### src/rtl/mem_bus_arbiter_pkg.sv
// Shared types and constants for the I/D shared-bus arbiter.
package mem_bus_arbiter_pkg;

  localparam int unsigned DefLenW     = 4;
  localparam int unsigned StarveCntW  = 4;
  localparam int unsigned PerfCntW    = 32;
  localparam logic [2:0]  ISideSize   = 3'b010;

  typedef enum logic [1:0] {
    StIdle,
    StGrantI,
    StGrantD
  } arb_state_t;

endpackage

### src/rtl/arb_starve_guard.sv
// Saturating count of D grants taken while I waits; raises force_igrant_o once the limit is hit.
module arb_starve_guard
  import mem_bus_arbiter_pkg::*;
#(
  parameter int unsigned MaxStarve = 4
) (
  input  logic clk_i,
  input  logic reset_i,
  input  logic igrant_i,
  input  logic dgrant_i,
  input  logic ireq_valid_i,
  output logic force_igrant_o
);

  localparam logic [StarveCntW-1:0] MaxCnt = StarveCntW'(MaxStarve);

  logic [StarveCntW-1:0] cnt_d, cnt_q;

  always_comb begin
    cnt_d = cnt_q;
    if (igrant_i) begin
      cnt_d = '0;
    end else if (dgrant_i) begin
      if (!ireq_valid_i) begin
        cnt_d = '0;
      end else if (cnt_q >= MaxCnt) begin
        cnt_d = MaxCnt;
      end else begin
        cnt_d = cnt_q + 1'b1;
      end
    end
  end

  always_ff @(posedge clk_i) begin
    if (reset_i) begin
      cnt_q <= '0;
    end else begin
      cnt_q <= cnt_d;
    end
  end

  // Only force I when it is actually waiting, so a lone D request never stalls.
  assign force_igrant_o = ireq_valid_i && (cnt_q >= MaxCnt);

endmodule

### src/rtl/mem_bus_arbiter.sv
// Whole-transaction arbiter between fetch (I) and memory stage (D) for one shared bus port.
// Optional perf counters are enabled by defining MEM_ARB_PERF_EN.
module mem_bus_arbiter
  import mem_bus_arbiter_pkg::*;
#(
  parameter int unsigned MAX_STARVE = 4,
  parameter int unsigned LEN_W      = DefLenW
) (
  input  logic             clk,
  input  logic             reset,
  input  logic             ireq_valid,
  input  logic [31:0]      ireq_addr,
  input  logic [LEN_W-1:0] ireq_len,
  output logic             iresp_ready,
  output logic             iresp_last,
  output logic [31:0]      iresp_data,
  input  logic             dreq_valid,
  input  logic             dreq_is_write,
  input  logic [31:0]      dreq_addr,
  input  logic [2:0]       dreq_size,
  input  logic [3:0]       dreq_strobe,
  input  logic [31:0]      dreq_data,
  input  logic [LEN_W-1:0] dreq_len,
  output logic             dresp_ready,
  output logic             dresp_last,
  output logic [31:0]      dresp_data,
  output logic             creq_valid,
  output logic             creq_is_write,
  output logic [31:0]      creq_addr,
  output logic [2:0]       creq_size,
  output logic [3:0]       creq_strobe,
  output logic [31:0]      creq_data,
  output logic [LEN_W-1:0] creq_len,
  input  logic             cresp_ready,
  input  logic             cresp_last,
  input  logic [31:0]      cresp_data
`ifdef MEM_ARB_PERF_EN
  ,
  output logic [PerfCntW-1:0] perf_igrant,
  output logic [PerfCntW-1:0] perf_dgrant,
  output logic [PerfCntW-1:0] perf_conflict
`endif
);

  arb_state_t state_d, state_q;
  logic       force_igrant;
  logic       igrant, dgrant;

  always_comb begin
    state_d = state_q;
    unique case (state_q)
      StIdle: begin
        if (dreq_valid && !force_igrant) begin
          state_d = StGrantD;
        end else if (ireq_valid) begin
          state_d = StGrantI;
        end
      end
      StGrantI, StGrantD: begin
        if (cresp_ready && cresp_last) begin
          state_d = StIdle;
        end
      end
      default: state_d = StIdle;
    endcase
  end

  always_ff @(posedge clk) begin
    if (reset) begin
      state_q <= StIdle;
    end else begin
      state_q <= state_d;
    end
  end

  assign igrant = (state_q == StIdle) && (state_d == StGrantI);
  assign dgrant = (state_q == StIdle) && (state_d == StGrantD);

  arb_starve_guard #(
    .MaxStarve(MAX_STARVE)
  ) u_starve_guard (
    .clk_i         (clk),
    .reset_i       (reset),
    .igrant_i      (igrant),
    .dgrant_i      (dgrant),
    .ireq_valid_i  (ireq_valid),
    .force_igrant_o(force_igrant)
  );

  // Request side depends only on registered state, never on cresp_*.
  always_comb begin
    creq_valid    = 1'b0;
    creq_is_write = 1'b0;
    creq_addr     = '0;
    creq_size     = '0;
    creq_strobe   = '0;
    creq_data     = '0;
    creq_len      = '0;
    iresp_ready   = 1'b0;
    iresp_last    = 1'b0;
    iresp_data    = '0;
    dresp_ready   = 1'b0;
    dresp_last    = 1'b0;
    dresp_data    = '0;
    unique case (state_q)
      StGrantI: begin
        creq_valid  = ireq_valid;
        creq_addr   = ireq_addr;
        creq_size   = ISideSize;
        creq_len    = ireq_len;
        iresp_ready = cresp_ready;
        iresp_last  = cresp_last;
        iresp_data  = cresp_data;
      end
      StGrantD: begin
        creq_valid    = dreq_valid;
        creq_is_write = dreq_is_write;
        creq_addr     = dreq_addr;
        creq_size     = dreq_size;
        creq_strobe   = dreq_strobe;
        creq_data     = dreq_data;
        creq_len      = dreq_len;
        dresp_ready   = cresp_ready;
        dresp_last    = cresp_last;
        dresp_data    = cresp_data;
      end
      default: ;
    endcase
  end

`ifdef MEM_ARB_PERF_EN
  logic [PerfCntW-1:0] perf_igrant_q, perf_dgrant_q, perf_conflict_q;

  always_ff @(posedge clk) begin
    if (reset) begin
      perf_igrant_q   <= '0;
      perf_dgrant_q   <= '0;
      perf_conflict_q <= '0;
    end else begin
      if (igrant) perf_igrant_q <= perf_igrant_q + 1'b1;
      if (dgrant) perf_dgrant_q <= perf_dgrant_q + 1'b1;
      if (state_q == StIdle && ireq_valid && dreq_valid) begin
        perf_conflict_q <= perf_conflict_q + 1'b1;
      end
    end
  end

  assign perf_igrant   = perf_igrant_q;
  assign perf_dgrant   = perf_dgrant_q;
  assign perf_conflict = perf_conflict_q;
`endif

  // A granted requester must hold valid until its last beat is returned.
  a_ivalid_held: assert property (@(posedge clk) disable iff (reset)
    (state_q == StGrantI) |-> ireq_valid);
  a_dvalid_held: assert property (@(posedge clk) disable iff (reset)
    (state_q == StGrantD) |-> dreq_valid);

endmodule

### config.mk
export PLATFORM = sky130hd
export DESIGN_NAME = mem_bus_arbiter
export DESIGN_NICKNAME = d
export VERILOG_FILES = /design/src/rtl/mem_bus_arbiter_pkg.sv /design/src/rtl/arb_starve_guard.sv /design/src/rtl/mem_bus_arbiter.sv
export SDC_FILE = /design/constraint.sdc
export NUM_CORES = 1
export LEC_CHECK = 0
export BUFFER_PORTS_ARGS = -buffer_cell sky130_fd_sc_hd__buf_2
export CORE_AREA = 2 2 114 116
export CTS_BUF_LIST = sky130_fd_sc_hd__clkbuf_8
export DETAILED_ROUTE_END_ITERATION = 7
export DIE_AREA = 0 0 116 118
export PLACE_DENSITY = 0.54
export SLEW_MARGIN = 20
export SYNTH_ARGS = -nofsm -noshare
export SYNTH_HDL_FRONTEND = slang
export SYNTH_HIERARCHICAL = 1
export SYNTH_SLANG_ARGS = --single-unit
### constraint.sdc
create_clock -name clk -period 4.01 [get_ports clk]
set_input_delay 0.802 -clock clk [delete_from_list [all_inputs] [get_ports clk]]
set_output_delay 0.802 -clock clk [all_outputs]
set_load 0.05 [all_outputs]
* After elaboration in Yosys (flattened, before gate mapping)
Index checks and enable logic that the tools add are counted.
** Word-level totals
- Bits of input ports :: 150
- Output and inout bits :: 145
- Word-level logic and storage cells :: 36
- Bits in registers :: 6
** Cells by class
- Equal/unequal tests :: 4
- Reductions and logical operators :: 9
- $lt $le $gt $ge :: 1
- Add/sub/neg operators :: 1
- Muxes and demuxes :: 19
** Operators with widths (count)
- 32-bit two-way mux :: 3
- 32-bit one-hot mux with 2 select lines :: 1
- 4-bit two-way mux :: 3
- 4-bit one-hot mux with 2 select lines :: 1
- 2-bit two-way mux :: 3
- 3-bit one-hot mux with 2 select lines :: 1
- 1-bit logical AND :: 5
- 1-bit two-way mux :: 5
- 4-bit by 1-bit adder with 4-bit output (second input constant) :: 1
- 2-bit by 1-bit equality test with 1-bit output (second input constant) :: 2
- 2-bit equality test (second input constant) :: 2
- 4-bit by 3-bit greater-or-equal comparator with 1-bit output (second input constant) :: 1
- 2-bit one-hot mux with 2 select lines :: 1
- 2-bit OR reduction :: 2
- 2-bit logical NOT :: 1
- 1-bit one-hot mux with 2 select lines :: 1
- 1-bit logical NOT :: 1

* Longest topological paths before layout
Gate-level depths: netlist (run 1).
- Word-level depth :: 9
- Depth in mapped cells :: 7
- Mapped depth without buffers :: 7

* Hierarchy
The synthesis (run 1) kept the hierarchy.
** Modules (own cells, without submodules)
- mem_bus_arbiter :: area an instance 1508.9 um^2, instances 1, cells each 228, sequential area each 40.0 um^2
- arb_starve_guard :: area an instance 196.4 um^2, instances 1, cells each 17, sequential area each 80.1 um^2

* Worst setup path before layout (run 1)
OpenSTA, ideal clock, no wires.
- Path kind :: register -> output
- Start point :: register state_q[1]
- End point :: output port creq_addr[10]
- Cell stages (with the launch flop) :: 6
- Path buffers :: 2
- Arrival :: 1921 ps
- Path slack :: 1287 ps
- Data required time :: 3208 ps
- Path through :: dfxtp_1 inv_1 ha_1 clkbuf_1 clkbuf_1 nor2b_1
** Between the ends
- Word-level cells in the longest chain between the ends :: 2
- Elaborated cells on any way between the ends :: 3
- Classes of those cells :: eq/ne (2); mux (1)
** Ends and longest elaborated chain
- start: declaration :: RTL line mem_bus_arbiter.sv:45 : arb_state_t state_d, state_q;
- start signal: assignment :: RTL line mem_bus_arbiter.sv:70 : state_q <= StIdle;
- start signal: assignment :: RTL line mem_bus_arbiter.sv:72 : state_q <= state_d;
- 2-bit equality test or 2-bit by 1-bit equality test with 1-bit output (tied branches) :: RTL line mem_bus_arbiter.sv:105 : unique case (state_q)
- 32-bit one-hot mux with 2 select lines (*) :: RTL line mem_bus_arbiter.sv:105
- end: declaration :: RTL line mem_bus_arbiter.sv:29 : output logic [31:0] creq_addr,
Mark *: on every way between the ends. The rest lies on a longest branch, timed or not.

* Final worst setup path (run 1)
- Start point :: register state_q[1]
- End point :: output port creq_addr[13]
Same word-level chain as after synthesis.

==> results by group, run 1 <==
Worst setup path
  – Worst reg-to-reg path cell count: 7
  – Critical path peak fanout: 45
  – Setup CP Type: flop to primary output
  – Critical Path Source Type: flop
  – Worst EP arrival: 2.00 ns
  – Worst setup EP type: primary output
  – WP data required: about 3.2 ns

Yosys
  – Sequential share of the synthesized area: 0.0704
  – #FFs+latches synth: 6
  – Avg Inst Size Synth: about 7.0 um^2
  – Post-synth top cells: and2_1, nor2b_1, a22oi_1, clkbuf_1, buf_2
  – Asr flop ratio synth: 0
  – Syn Nets: 400
  – Top cells by area, synth: and2_1, a22oi_1, nor2b_1
  – Synth Cell Area: roughly 1700 um^2
  – Netlist cell types: 29
  – Mapped Cells: about 250
  – Main synth FF type: dfxtp_1
  – Most common cell in the synthesized netlist: and2_1
  – Synth warn: 6
  – EDFF count, synth: 0
  – Post-synth top area share: 0.393
  – Cell taking the most area after synthesis: and2_1

Worst hold path
  – Hold Crit Class: flop to flop
  – Hold Crit Depth: 1

Finish
  – Layout fillers: approximately 1.4k
  – Design Area, Final: 3400 um^2
  – Layout area overhead: 99.2%
  – Final cell count without fillers: between 600 and 700
  – Share of cells above drive strength 1: 0.592
  – Final Core Density: 0.274
  – NumNets Final: a little under 700

Global route
  – Antenna violations before repair: 1
  – Vias in the first global route: ~2.6k
  – GRT Resource Usage Total: 0.123
  – First-pass GRT wire length: approximately 14000 um
  – Largest net degree at the start of global routing: 63
  – Overflow after GRT: 0

Clock network
  – CTS tree: built
  – Clk buf depth: 2
  – Number of gates resized after CTS: 0
  – Sink Count: 6
  – Root Driver: clkbuf_8
  – Postcts setup bufs: 0
  – Clock-pin slew on the worst setup and hold paths: about 0.04 ns
  – Skew-Pair Late Insertion Delay: roughly 0.22 ns
  – CTS Hold Bufs: 0
  – CTS H-tree depth: 1
  – CTS buffer count: 3

STA
  – Count of final setup violators: 0
  – Final min period: approximately 2.8 ns
  – Worst Max-Slew Pin Slew: about 0.6 ns
  – RSZ-0062 raised after global routing: no
  – Final setup skew: around 0.0036 ns
  – Fmax: approximately 360 MHz
  – Rel. slew slack: 0.586
  – Fin crit share: 0.698
  – TNS Setup: 0 ns
  – Worst setup margin: about 1.2 ns
  – Max-slew violations: 0
  – Final hold vios: 0

Power
  – Logic gate share of total power: 0.800
  – Leakage power: roughly 2 nW
  – Maximum vdd drop: about 0.00025 V
  – Clock power frac: 0.115
  – Int Pwr: roughly 0.32 mW
  – Psw: 0.463 mW
  – Sw frac: 0.591
  – Sequential share of power: 0.086
  – Power Dens Cells: about 230 nW/um^2

Drt
  – Detailed Route WL: approximately 9400 um
  – Routed vias: ~2.7k
  – Final ANT Viol Nets: 0
  – Via density: around 4
  – Routed len/inst: 13.5 um
  – Initial DRC Count: slightly above 100
  – Drt first pass iters: 4
  – DR DRC count: 0

Floorplan
  – Die area: 13700 um^2
  – Die height: 118 um
  – IO Pins: about 300
  – Die width: ~120 um
  – Initial core utilization: 0.137
  – FP Rows: 41
  – Core area: roughly 12000 um^2

Place
  – GP Congestion: between 0.7 and 0.8
  – Worst slack, placed: ~1.4 ns
  – PortBufs: 294
  – Detailed Place HPWL: between 8000 and 9000 um
  – Placed standard-cell area: ~3400 um^2
  – Dpl cells: roughly 700

Run status
  – Outcome: finished clean

Run
  – Max_cap viols: 0
[power by group through the flow]
stage	Clock (mW)	Combinational, mW	Sequential [mW]
detailed placement	0	0.633	0.0678
finish	0.0896	0.626	0.0671
floorplan	0	0.440	0.0670
global route	0.0964	0.667	0.0676
global placement	0	0.632	0.0677
CTS	0.0928	0.633	0.0671
[placed cells by master, fill, tap and decap left out, drive strengths merged]
cell / Yosys / layout
a22o: 1 / 1
buf: 7 / 298
mux2i: 1 / 1
a211oi: 2 / 2
dfxtp: 6 / 6
ha: 5 / 5
o21ai: 1 / 1
nor2: 1 / 1
inv: 2 / 2
diode: 0 / 1
o21a: 1 / 1
nor4: 1 / 1
and4bb: 1 / 1
nor4b: 3 / 3
and2: 107 / 107
a22oi: 37 / 37
a21boi: 1 / 1
nor3: 2 / 2
a21oi: 1 / 1
a41o: 1 / 1
nor4bb: 1 / 1
clkbuf: 17 / 3
nand2b: 1 / 1
nor3b: 1 / 1
nor2b: 41 / 41
or2: 1 / 1
a32oi: 1 / 1
nand2: 1 / 1
[critical path, cell delays in order, from the launching register on]
cell	delay, ns
dfxtp_1	0.36
inv_1	0.10
ha_2	0.48
buf_12	0.26
a22oi_1	0.13
nor2b_1	0.12
buf_2	0.27
[registers in the layout, summed over array words and instances, names as in the netlist]
name,flops
u_starve_guard/cnt_q,4
state_q,2
[worst paths after layout]
path	from	to	slack [ns]
worst max-delay path	state_q[1]	creq_addr[13]	1.21
worst min-delay path	u_starve_guard/cnt_q[3]	u_starve_guard/cnt_q[3]	0.51
worst max register to register	state_q[0]	u_starve_guard/cnt_q[1]	1.55
worst min register to register	u_starve_guard/cnt_q[3]	u_starve_guard/cnt_q[3]	0.51
[area by class of cell]
cell class,count,area [um^2],share of cell area
Timing Repair Buffer,298,1530,0.449
Clock buffer,3,41.3,0.0122
Multi-Input combinational cell,213,1480,0.437
Tap cell,172,215,0.0634
Sequential cell,6,120,0.0354
Antenna cell,1,2.50,0.000737
Inverter,2,7.51,0.00221
[stage by stage]
| step | power, mW | hold WS [ns] |
|---|---|---|
| after CTS | 0.793 | 0.518 |
| after floorplan | 0.507 | 0.485 |
| after global placement | 0.700 | 0.511 |
| final | 0.782 | 0.514 |
| after global routing | 0.831 | 0.532 |
| after detailed placement | 0.700 | 0.507 |
[per-layer routing]
| metal | part of all wire | up-vias | global-route usage | routed length, um |
|---|---|---|---|---|
| li1 | - | 1374 | - | - |
| met1 | 0.40 | 1224 | 0.142 | 3780 |
| met2 | 0.52 | 126 | 0.242 | 4900 |
| met3 | 0.072 | 4 | 0.0185 | 682 |
| met4 | 0.0054 | 0 | 0.00893 | 51 |
| met5 | 0 | - | 0 | 0 |
[kinds of logic after synthesis]
family          Yosys count  share of synthesized area
compound gates           46                      0.216
fa+ha+maj                 5                     0.0367
simple gates            161                      0.608
mux                       1                    0.00587
flops                     6                     0.0704
buf+inv                  26                     0.0624
Power figures use the tool's default switching activity.
==> run 2: changes to the inputs <==
ABC_AREA = 1   (was default)
CORE_AREA = 2 2 116 118   (was 2 2 114 116)
DIE_AREA = 0 0 118 120   (was 0 0 116 118)
clock period = 2.9 ns   (was 4.01 ns; I/O delays follow)
==> run 2 against run 1 <==
  * Non-clock buffer count is 3 higher
  * Final cell count is 25% higher
  * Sequential power is 36% higher
  * Clock skew is 0.0023 ns lower
  * Register-to-register slack worse by 0.26 ns
  * Worst hold slack worse by 0.039 ns
  * Global-route usage is 1.1 points lower
  * Design area is 3.3% higher
  * Sequential cell count stayed put
  * Die area is 3.4% higher
  * Largest cell class unchanged
==> results by group, run 2 <==
Run status
  – Outcome: finished clean

Finish
  – Layout area overhead: 95.4%
  – Most common cell after layout, fill and taps aside: buf_2
  – Largest register FFs: 4
  – Largest register by flop count: u_starve_guard/cnt_q
  – Design Area, Final: 3510 um^2
  – Multi-input gate area: 1120 um^2
  – Largest registers: u_starve_guard/cnt_q: 4 flops, state_q: 2 flops
  – Share of cells above drive strength 1: 0.451
  – Most frequent cells in the layout: buf_2, nand2_1, inv_1, a21oi_1, nor2_1
  – Register area: approximately 120 um^2
  – Layout fillers: 1510
  – NumNets Final: about 850
  – Final Core Density: 0.270
  – Ant. Diodes: 0

Place
  – Worst slack, placed: roughly 0.42 ns
  – Detailed Place HPWL: between 7000 and 8000 um
  – Placed standard-cell area: between 3000 and 4000 um^2
  – PortBufs: 294
  – GP Congestion: 0.796

STA
  – Worst setup margin: between 0.2 and 0.25 ns
  – RSZ-0062 raised after global routing: no
  – Rel. slew slack: 0.548
  – TNS Setup: 0 ns
  – Fmax: around 370 MHz
  – Final hold vios: 0
  – Final min period: 2.67 ns
  – Final setup skew: between 0.001 and 0.0015 ns
  – Max-slew violations: 0
  – Fin crit share: 0.920
  – Worst Max-Slew Pin Slew: 0.677 ns
  – Count of final setup violators: 0

Worst setup path
  – Setup CP Type: flop to primary output
  – Critical path peak fanout: 24
  – Critical Path Source Type: flop
  – Worst EP arrival: between 2 and 2.5 ns
  – Crit path cell chain: inv_1, ha_1, inv_1, buf_12, a21oi_1, buf_2
  – Most Frequent Cell on Critical Path: inv_1
  – Worst setup EP type: primary output
  – WP data required: 2.32 ns
  – CP peak stage delay: approximately 0.51 ns
  – Slowest-stage cell, CP: inv_1

Yosys
  – Syn Nets: between 500 and 600
  – Post-synth top area share: 0.416
  – Synth Cell Area: 1800 um^2
  – Netlist cell types: 15
  – Asr flop ratio synth: 0
  – Most common cell in the synthesized netlist: nand2_1
  – EDFF count, synth: 0
  – #FFs+latches synth: 6
  – Avg Inst Size Synth: between 4 and 5 um^2
  – Sequential share of the synthesized area: 0.0669
  – Top cells by area, synth: nand2_1, inv_1, a21oi_1
  – Mapped Cells: around 400
  – Main synth FF type: dfxtp_1
  – Cell taking the most area after synthesis: nand2_1
  – Synth warn: 6
  – Post-synth top cells: nand2_1, inv_1, a21oi_1, buf_2, nor2_1

Power
  – Power Dens Cells: 292 nW/um^2
  – Maximum vdd drop: between 0.0003 and 0.0004 V
  – Pwr Total: ~1.0 mW
  – Leakage power: roughly 2.8 nW

Global route
  – First-pass GRT wire length: about 13000 um
  – Overflow after GRT: 0
  – Antenna violations before repair: 0
  – GRT Resource Usage Total: 0.112
  – Vias in the first global route: about 2.7k
  – Largest net degree at the start of global routing: 47

Drt
  – Final ANT Viol Nets: 0
  – Routed len/inst: slightly above 10 um
  – Via density: 3.65
  – Drt first pass iters: 5
  – Routed vias: 3164
  – DR DRC count: 0
  – Detailed Route WL: roughly 8800 um
  – Initial DRC Count: approximately 140

Clock network
  – Postcts setup bufs: 0
  – Skew-Pair Late Insertion Delay: between 0.2 and 0.25 ns
  – Sink Count: 6
  – Number of gates resized after CTS: 0
  – Clk buf depth: 2
  – Root Driver: clkbuf_8
  – CTS H-tree depth: 1
  – CTS tree: built
  – CTS buffer count: 3
  – CTS Hold Bufs: 0
  – Clock-pin slew on the worst setup and hold paths: ~0.040 ns

Floorplan
  – FP Rows: 42
  – Die height: ~120 um
  – Die width: 118 um
  – Die area: 14200 um^2
  – Core area: between 10000 and 15000 um^2
  – IO Pins: between 200 and 300
  – Initial core utilization: 0.138

Worst hold path
  – Hold Crit Class: flop to flop

Run
  – Max_cap viols: 0
==> run 2: cell types whose count changed after synthesis, sizes merged, moves of 37 or more <==
cell | previous run | this run
nand2 | 1 | 199
inv | 2 | 119
and2 | 107 | 0
a21oi | 1 | 41
nor2b | 41 | 0
a22oi | 37 | 0
==> run 2: worst max-delay path, delay by kind of cell, from the launching register on <==
family / cells / cell delay (ns)
adders and majority gates: 1 / 0.34
AOI/OAI and AO/OA: 1 / 0.06
buffers and inverters: 4 / 1.08
DFF: 1 / 0.38
==> run 2: cell families after synthesis <==
group / synth area share
buffers and inverters: 0.318
adders and majority gates: 0.0348
DFF: 0.0669
and+or+nand+nor: 0.459
AOI/OAI and AO/OA: 0.121
==> run 2: final timing paths <==
kind	start	end	slack, ns	cells past startpoint
setup / recovery	state_q[0]	creq_addr[1]	0.23	6
hold / removal	u_starve_guard/cnt_q[3]	u_starve_guard/cnt_q[3]	0.48	2
setup reg to reg	state_q[1]	u_starve_guard/cnt_q[0]	1.29	9
hold reg to reg	u_starve_guard/cnt_q[3]	u_starve_guard/cnt_q[3]	0.48	2
==> run 2: stage by stage <==
| stage | cells | hold slack [ns] |
|---|---|---|
| final | 866 | 0.475 |
| after global routing | 866 | 0.497 |
| after CTS | 866 | 0.477 |
| after detailed placement | 863 | 0.472 |
| after global placement | 863 | 0.468 |
| after floorplan | 410 | 0.457 |
==> run 2: per-layer routing <==
| layer | track usage | routed length (um) | up-vias |
|---|---|---|---|
| met3 | 0.0204 | 588 | 2 |
| met1 | 0.147 | 3800 | 1315 |
| met5 | 0 | 0 | - |
| met2 | 0.199 | 4390 | 146 |
| met4 | 0.00753 | 10 | 0 |
| li1 | - | - | 1701 |
==> run 2: layout make-up <==
class,count,area share
Clock buffer,3,0.0118
Inverter,119,0.127
Multi-Input combinational cell,261,0.319
Sequential cell,6,0.0342
Tap cell,176,0.0628
Timing Repair Buffer,301,0.445
==> run 2: power breakdown <==
group          switching, mW  internal (mW)
sequential           0.00417         0.0868
combinational          0.596          0.215
clock                 0.0334         0.0889
==> run 3: changes to the inputs <==
CTS_BUF_LIST = default   (was sky130_fd_sc_hd__clkbuf_8)
==> run 3 against run 2 <==
  * Via count increased by 0.28%
  * Sequential power hardly changed
  * Global-route usage about the same
  * Routed wire length decreased by 0.15%
  * Die area unchanged
==> results by group, run 3 (synthesized netlist as in run 2, its figures left out) <==
Run status
  – Outcome: finished clean

STA
  – Fmax: around 370 MHz
  – Rel. slew slack: 0.555
  – Final setup skew: around 0.001 ns
  – Final hold vios: 0
  – Count of final setup violators: 0
  – Fin crit share: 0.922
  – Worst Max-Slew Pin Slew: 0.667 ns
  – TNS Setup: 0 ns
  – Max-slew violations: 0
  – Fin Hold WS: between 0.4 and 0.5 ns
  – Final min period: 2.67 ns
  – Worst setup margin: ~0.23 ns
  – RSZ-0062 raised after global routing: no

Floorplan
  – IO Pins: between 200 and 300
  – Core area: between 10000 and 15000 um^2
  – Initial core utilization: 0.138
  – Die area: 14200 um^2
  – Die width: approximately 120 um
  – Die height: around 120 um
  – FP Rows: 42

Drt
  – Wire length on met3: ~630 um
  – Metal2 WL: ~4400 um
  – Drt first pass iters: 4
  – Top Metal Used: met4
  – DR DRC count: 0
  – Final ANT Viol Nets: 0
  – Metal-1 WL: 3730 um
  – Initial DRC Count: between 150 and 200
  – Via density: between 3 and 4
  – Routed len/inst: between 10 and 15 um
  – Detailed Route WL: about 8800 um
  – Routed vias: about 3.2k

Power
  – Clock power frac: 0.197
  – Psw: about 0.64 mW
  – Sequential share of power: 0.081
  – Pwr Total: about 1.1 mW
  – Logic gate share of total power: 0.722
  – Maximum vdd drop: between 0.0002 and 0.00025 V
  – Sw frac: 0.574
  – Int Pwr: about 0.48 mW
  – Power Dens Cells: approximately 320 nW/um^2
  – Leakage power: roughly 2.9 nW

Worst setup path
  – Worst R2R Start: state_q[1]
  – WP data required: ~2.3 ns
  – Critical path peak fanout: 24
  – Worst reg-to-reg path cell count: 9
  – Critical Path Source Type: flop
  – Worst setup EP type: primary output
  – Setup CP Type: flop to primary output
  – Register-to-register setup slack: ~1.3 ns
  – Worst EP arrival: roughly 2.1 ns
  – Worst r2r dst: u_starve_guard/cnt_q[0]

Place
  – Detailed Place HPWL: about 7300 um
  – Worst slack, placed: 0.423 ns
  – GP Congestion: around 0.8
  – Placed standard-cell area: 3470 um^2
  – Dpl cells: ~860
  – PortBufs: 294

Clock network
  – Skew-Pair Late Insertion Delay: approximately 0.23 ns
  – Root Driver: clkbuf_16
  – Sink Count: 6
  – Number of gates resized after CTS: 0
  – Postcts setup bufs: 0
  – CTS H-tree depth: 1
  – CTS Hold Bufs: 0
  – Clock-pin slew on the worst setup and hold paths: 0.03 ns
  – CTS tree: built
  – CTS buffer count: 3
  – Clk buf depth: 2

Finish
  – Final Core Density: 0.273
  – Most frequent cells in the layout: buf_2, nand2_1, inv_1, a21oi_1, nor2_1
  – Largest register by flop count: u_starve_guard/cnt_q
  – Largest register FFs: 4
  – Ant. Diodes: 0
  – Share of cells above drive strength 1: 0.451
  – Largest registers: u_starve_guard/cnt_q: 4 flops, state_q: 2 flops
  – NumNets Final: 847
  – Final cell count without fillers: about 870
  – Design Area, Final: 3540 um^2
  – Most common cell after layout, fill and taps aside: buf_2
  – Layout area overhead: 97.3%

Global route
  – Largest net degree at the start of global routing: 47
  – First-pass GRT wire length: 13500 um
  – GRT Resource Usage Total: 0.112
  – Vias in the first global route: approximately 2.7k
  – Overflow after GRT: 0
  – Antenna violations before repair: 0

Worst hold path
  – Hold Crit Depth: 2
  – Worst Min Path Start: u_starve_guard/cnt_q[3]
  – Hold Crit Class: flop to flop
  – Hold worst-path end: u_starve_guard/cnt_q[3]

Run
  – Max_cap viols: 0
-- run 3: cell counts in the layout (fill, tap and decap cells not counted) --
No cell type changed its count.
-- run 3: critical path: stages, from the launching register on --
cell and delay (ns):
dfxtp_1 0.38, inv_1 0.12, ha_1 0.34, inv_1 0.51, buf_12 0.24, a21oi_1 0.06
buf_2 0.21
-- run 3: how the worst max path moves through the flow --
stage | startpoint | to | slack, ns | cells past startpoint
2_1_floorplan | state_q[0] | creq_addr[0] | 0.46 | 6
3_3_place_gp | state_q[1] | creq_addr[25] | 0.48 | 6
3_5_place_dp | state_q[0] | creq_addr[1] | 0.42 | 6
4_1_cts | state_q[0] | creq_addr[1] | 0.18 | 6
5_1_grt | state_q[1] | creq_addr[8] | 0.04 | 6
6_report | state_q[0] | creq_addr[8] | 0.23 | 6
-- run 3: final cells by class --
type | count | area, um^2
fill | 1506 | 9440
timing repair buffer | 301 | 1560
multi-input combinational | 261 | 1120
inverter | 119 | 447
tap | 176 | 220
sequential | 6 | 120
clock buffer | 3 | 75.1
-- run 3: per-layer routing --
layer / track usage / vias up
met5: 0 / -
met4: 0.0120 / 0
met3: 0.0204 / 4
met2: 0.197 / 156
met1: 0.147 / 1311
li1: - / 1702
-- run 3: power groups by stage --
stage / clock network (mW) / registers, mW / logic, mW
4_1_cts: 0.227 / 0.0910 / 0.815
2_1_floorplan: 0 / 0.0907 / 0.560
3_5_place_dp: 0 / 0.0921 / 0.813
5_1_grt: 0.232 / 0.0917 / 0.874
6_report: 0.221 / 0.0909 / 0.810
3_3_place_gp: 0 / 0.0921 / 0.815
